[src/rtl/alu_op_issuer.sv]
// Issues one-hot ALU requests to a combinational ALU; ALU_OP_ISSUER_ERR_EN rejects non-one-hot ops.
// Latency: response valid at the third edge after acceptance (first edge for rejected ops).
// Backpressure: RESP holds until rsp_ready; req_ready only in IDLE, no queueing.
module alu_op_issuer (
  input  logic        clock,
  input  logic        reset,
  input  logic        req_valid,
  output logic        req_ready,
  input  logic [5:0]  req_op,
  input  logic [31:0] req_a,
  input  logic [31:0] req_b,
  input  logic [4:0]  req_shamt,
  output logic [4:0]  ctrl_ALUopcode,
  output logic [31:0] data_operandA,
  output logic [31:0] data_operandB,
  output logic [4:0]  ctrl_shiftamt,
  input  logic [31:0] alu_result,
  input  logic        alu_overflow,
  output logic        rsp_valid,
  input  logic        rsp_ready,
  output logic [31:0] rsp_data,
  output logic        rsp_overflow,
  output logic        rsp_err
);

  localparam logic [4:0] OPC_ADD = 5'b00000;
  localparam logic [4:0] OPC_SUB = 5'b00001;
  localparam logic [4:0] OPC_AND = 5'b00010;
  localparam logic [4:0] OPC_OR  = 5'b00011;
  localparam logic [4:0] OPC_SLL = 5'b00100;
  localparam logic [4:0] OPC_SRA = 5'b00101;

  typedef enum logic [1:0] {IDLE, ISSUE, CAPTURE, RESP} state_t;

  state_t     state;
  logic       ovf_en;
  logic       err_q;
  logic [4:0] sel_opc;
  logic       sel_shift;
  logic       sel_ovf;
  logic       req_bad;

  // Lowest set bit wins; an empty op falls back to ADD.
  function automatic logic [4:0] encode_op(input logic [5:0] op);
    if      (op[0]) encode_op = OPC_ADD;
    else if (op[1]) encode_op = OPC_SUB;
    else if (op[2]) encode_op = OPC_AND;
    else if (op[3]) encode_op = OPC_OR;
    else if (op[4]) encode_op = OPC_SLL;
    else if (op[5]) encode_op = OPC_SRA;
    else            encode_op = OPC_ADD;
  endfunction

  always_comb begin
    sel_opc   = encode_op(req_op);
    sel_shift = (sel_opc == OPC_SLL) || (sel_opc == OPC_SRA);
    sel_ovf   = (sel_opc == OPC_ADD) || (sel_opc == OPC_SUB);
`ifdef ALU_OP_ISSUER_ERR_EN
    req_bad   = !((req_op != 6'd0) && ((req_op & (req_op - 6'd1)) == 6'd0));
`else
    req_bad   = 1'b0;
`endif
  end

  assign rsp_err = err_q;

  always_ff @(posedge clock) begin
    if (reset) begin
      state          <= IDLE;
      req_ready      <= 1'b1;
      rsp_valid      <= 1'b0;
      rsp_data       <= 32'd0;
      rsp_overflow   <= 1'b0;
      err_q          <= 1'b0;
      ovf_en         <= 1'b0;
      ctrl_ALUopcode <= OPC_ADD;
      data_operandA  <= 32'd0;
      data_operandB  <= 32'd0;
      ctrl_shiftamt  <= 5'd0;
    end else begin
      case (state)
        IDLE: begin
          if (req_valid) begin
            req_ready <= 1'b0;
            if (req_bad) begin
              // Rejected ops bypass the ALU entirely; its ports stay parked at 0.
              state        <= RESP;
              rsp_valid    <= 1'b1;
              rsp_data     <= 32'd0;
              rsp_overflow <= 1'b0;
              err_q        <= 1'b1;
            end else begin
              state          <= ISSUE;
              err_q          <= 1'b0;
              ovf_en         <= sel_ovf;
              ctrl_ALUopcode <= sel_opc;
              data_operandA  <= req_a;
              data_operandB  <= req_b;
              ctrl_shiftamt  <= sel_shift ? req_shamt : 5'd0;
            end
          end
        end
        ISSUE: begin
          state <= CAPTURE;
        end
        CAPTURE: begin
          state          <= RESP;
          rsp_valid      <= 1'b1;
          rsp_data       <= alu_result;
          rsp_overflow   <= alu_overflow & ovf_en;
          ctrl_ALUopcode <= OPC_ADD;
          data_operandA  <= 32'd0;
          data_operandB  <= 32'd0;
          ctrl_shiftamt  <= 5'd0;
        end
        RESP: begin
          if (rsp_ready) begin
            state     <= IDLE;
            rsp_valid <= 1'b0;
            req_ready <= 1'b1;
          end
        end
        default: begin
          state     <= IDLE;
          req_ready <= 1'b1;
          rsp_valid <= 1'b0;
        end
      endcase
    end
  end

endmodule
[config.mk]
export PLATFORM = sky130hd
export DESIGN_NAME = alu_op_issuer
export DESIGN_NICKNAME = d
export VERILOG_FILES = /design/src/rtl/alu_op_issuer.sv
export SDC_FILE = /design/constraint.sdc
export NUM_CORES = 1
export LEC_CHECK = 0
export ABC_CLOCK_PERIOD_IN_PS = 2000
export CORE_MARGIN = 2
export CORE_UTILIZATION = 49
export CTS_BUF_LIST = sky130_fd_sc_hd__clkbuf_8
export DETAILED_ROUTE_END_ITERATION = 16
export DONT_BUFFER_PORTS = 1
export GPL_ROUTABILITY_DRIVEN = 0
export PLACE_DENSITY_LB_ADDON = 0.25
export RECOVER_POWER = 25
export SYNTH_ARGS = -nofsm -noshare
export SYNTH_HDL_FRONTEND = slang
export SYNTH_SLANG_ARGS = --single-unit
[constraint.sdc]
create_clock -name clock -period 2 [get_ports clock]
set_clock_uncertainty 0.1 [all_clocks]
set_input_delay 0.4 -clock clock [delete_from_list [all_inputs] [get_ports clock]]
set_output_delay 0.4 -clock clock [all_outputs]
set_load 0.01 [all_outputs]
==> summary.txt <==
Worst setup path
  – Cell with the largest stage delay on the worst path: sky130_fd_sc_hd__dlygate4sd3_1
  – Setup CP Type: flip-flop to flip-flop
  – Count of cells along the worst register-to-register path: 6
  – Start of the worst register-to-register path: state[0]
  – Element type at the critical path end: flip-flop
  – Peak fanout along the critical path: 14
  – Data arrival time at the worst-slack endpoint: 2.08 ns
  – Req. time, crit path: 2.16 ns
  – Startpoint of the worst setup timing path: state[0]
  – Launching element type of the critical path: flip-flop
  – Ordered list of cells on the worst path: inv_1, ha_4, buf_12, mux2i_1, nor2_1, dlygate4sd3_1
  – Largest stage delay, worst path: 0.55 ns

Logic synthesis
  – Post-Synthesis Cell Area: 3965 um2
  – Post-synth top area cell: sky130_fd_sc_hd__dfxtp_1
  – Top cells by area in the synthesized netlist: sky130_fd_sc_hd__dfxtp_1 56%, sky130_fd_sc_hd__a22oi_1 12%, sky130_fd_sc_hd__nor2_1 9.5%
  – Register area share after synthesis: 0.5554
  – Synth Instances: 396
  – Post-Syn Area per Cell: 10.01 um2
  – Fraction of post-synthesis cell area in the top cell type by area: 0.5554
  – Dominant synthesized flop cell: sky130_fd_sc_hd__dfxtp_1
  – Ranking of synthesized cells by instance count: 110 x sky130_fd_sc_hd__dfxtp_1, 100 x sky130_fd_sc_hd__nor2_1, 64 x sky130_fd_sc_hd__a22oi_1
  – Flops & latches, synth: 110
  – Most frequent cell after synthesis: sky130_fd_sc_hd__dfxtp_1
  – Post-synth EDFFs: 0
  – Post-synthesis async set-or-reset flop share: 0
  – Ys Warns: 0
  – Count of cell types in the netlist: 29

Clock network
  – CTS clock-pin slew for the worst setup and hold paths: 0.11 ns
  – Total clock buffers created by CTS: 9
  – Post-CTS setup buffer count: 0
  – Number of clock sinks seen by CTS: 110
  – TritonCTS clock tree: built
  – Maximum count of clock buffers along a single path: 2
  – Later-pin clock latency in the skew report: 0.35 ns
  – Clk root buf: sky130_fd_sc_hd__clkbuf_8
  – # H-tree levels: 3

Detailed routing
  – Routed Wire Length: 9.553 mm
  – Vias after detailed routing: 2871
  – Number of DRC violations after detailed-routing iteration 0: 104
  – Total DRC errors in the routed layout: 0
  – Total iterations of the first detailed-routing run: 4
  – Antenna violation net count after detailed routing: 0
  – Routed length per placed instance: 19.07 um
  – Via density per instance: 5.731

Floorplanning
  – Die outline width: 93.96 um
  – Die height: 93.96 um
  – Row Count: 32
  – I/O pin count: 222
  – Core region area: 7767 um2
  – Die ar.: 8828 um2
  – Starting density of the core: 0.5105

Layout
  – Flip-flop and latch area: 2202 um2
  – Area of combinational cells with multiple inputs: 1564 um2
  – Share of cells above drive strength 1: 0.06516
  – Area overhead of the layout relative to synthesis: 9.498%
  – Post-Layout Cell Count: 501
  – Layout Cell Area excl Fill: 4342 um2
  – Total inserted antenna cells: 0
  – Filler Cell Count: 689
  – Final Net Count: 509

Hold path
  – Path class of the lowest-slack min-delay path: primary input to flip-flop
  – Cell depth of the worst min-delay path: 1
  – Critical hold path startpoint: reset

Power and ir drop
  – Power per cell area: 1466 nW/um2
  – Leakage power total: 1.600 nW
  – Worst IR drop on VDD: 0.6254 mV

Global routing
  – Overflow after GRT: 0
  – Number of antenna violations at the first check in global routing: 0
  – GRT Util Overall: 0.2023
  – Vias in the first global route: 2776
  – Largest net degree at the start of global routing: 74
  – Global-route wire length before repair: 13.90 mm

Timing
  – Final worst path period share: 0.9585
  – Final-layout setup total negative slack: 0 ns
  – Setup violators final: 0
  – Worst rel slew slack: 0.6149
  – Max-slew violations: 0
  – Post-route worst hold slack: 0.02901 ns
  – Fmax: 0.5216 GHz
  – Pin slew with the least headroom to its limit: 0.5757 ns
  – Final Hold Fails: 0
  – Time the final worst path needs with I/O delays and setup: 1.917 ns
  – Min setup slack post-route: 0.08299 ns

Placement
  – Worst slack, placed: 0.2114 ns
  – Placed wire-length estimate: 6.108 mm
  – Placed cell areas: 3978 um2
  – Cell count after placement: 471
  – Port bufs: 0

Job
  – Max-cap violations: 0

Run status
  – Status: finished clean
[path summary, 6_finish.rpt]
path | to | slack [ns]
worst max-delay path | rsp_data[3] | 0.08
worst min-delay path | data_operandB[24] | 0.03
worst max register to register | rsp_data[3] | 0.08
worst min register to register | rsp_overflow | 0.39
[layout make-up]
cell class	count	area share
Timing Repair Buffer	20	0.05879
Clock buffer	10	0.03170
Sequential cell	110	0.5072
Tap cell	102	0.02939
Inverter	3	0.002594
Clock inverter	6	0.01009
Multi-Input combinational cell	250	0.3602
[critical path: cells and delay by family, from the launching register on]
kind	cells	cell delay [ns]
flip-flops	1	0.33
multiplexers	1	0.21
adder cells (fa/ha/maj)	1	0.25
AND/OR/NAND/NOR	1	0.06
buffers and inverters	3	0.87
[cells by family (layout without fill, tap and decap cells)]
family	count (synthesis)	after routing	synth area share
AO/OA/AOI/OAI	85	85	0.1534
buffers and inverters	38	39	0.05554
adder cells (fa/ha/maj)	3	3	0.009468
multiplexers	33	33	0.08646
flip-flops	110	110	0.5554
other	1	3	0.0009458
AND/OR/NAND/NOR	126	126	0.1388
[cell usage in the layout, fill, tap and decap left out]
cell,count
sky130_fd_sc_hd__nor2_1,100
sky130_fd_sc_hd__and3b_2,1
sky130_fd_sc_hd__inv_6,2
sky130_fd_sc_hd__nand2_1,3
sky130_fd_sc_hd__a21o_1,1
sky130_fd_sc_hd__o21bai_1,2
sky130_fd_sc_hd__o311ai_0,1
sky130_fd_sc_hd__conb_1,3
sky130_fd_sc_hd__mux2i_1,32
sky130_fd_sc_hd__nand3b_1,14
sky130_fd_sc_hd__a21boi_0,1
sky130_fd_sc_hd__buf_4,3
sky130_fd_sc_hd__nor2b_1,1
sky130_fd_sc_hd__a21oi_1,8
sky130_fd_sc_hd__clkinv_4,2
sky130_fd_sc_hd__or2b_1,1
sky130_fd_sc_hd__clkbuf_8,10
sky130_fd_sc_hd__clkbuf_16,1
sky130_fd_sc_hd__buf_12,3
sky130_fd_sc_hd__mux2i_4,1
sky130_fd_sc_hd__nand2b_1,3
sky130_fd_sc_hd__o21ai_1,5
sky130_fd_sc_hd__inv_1,4
sky130_fd_sc_hd__dlygate4sd3_1,12
sky130_fd_sc_hd__ha_1,2
sky130_fd_sc_hd__a22oi_1,64
sky130_fd_sc_hd__dfxtp_1,110
sky130_fd_sc_hd__nand3_1,2
sky130_fd_sc_hd__o41ai_1,1
sky130_fd_sc_hd__nor3b_1,1
sky130_fd_sc_hd__a211oi_1,1
sky130_fd_sc_hd__ha_4,1
sky130_fd_sc_hd__clkinv_2,1
sky130_fd_sc_hd__buf_16,1
sky130_fd_sc_hd__o31ai_1,1
[timing repair]
item | in CTS | in global routing
hold buffers | 12 | 1
resized for setup | 0 | 1
endpoints found under the hold margin | 80 | 2
setup endpoints to repair | 0 | 7
[per-layer routing]
metal / track usage / vias to the layer above / share of wire
li1: - / 1366 / -
met1: 0.2487 / 1349 / 0.41
met2: 0.3310 / 138 / 0.49
met3: 0.06019 / 18 / 0.085
met4: 0.08333 / 0 / 0.020
met5: 0 / - / 0
[stage by stage]
step,total power [mW],utilization
final,6.364,0.5590
after floorplan,4.749,-
after global placement,4.986,0.5121
after CTS,6.360,0.5532
after global routing,6.768,0.5590
after detailed placement,5.055,0.5121
[power breakdown]
| group | internal, mW | switching [mW] | total (mW) |
|---|---|---|---|
| logic | 0.873 | 1.03 | 1.90 |
| clock network | 0.495 | 0.728 | 1.22 |
| registers | 2.68 | 0.564 | 3.24 |
| total | 4.04 | 2.32 | 6.36 |
[sequential cells by signal, summed over array words and instances, names as in the netlist]
| register | cells |
|---|---|
| data_operandB | 32 |
| req_ready | 1 |
| rsp_valid | 1 |
| ctrl_shiftamt | 5 |
| data_operandA | 32 |
| rsp_data | 32 |
| ovf_en | 1 |
| state | 2 |
| rsp_overflow | 1 |
| ctrl_ALUopcode | 3 |
Power figures use the tool's default switching activity.
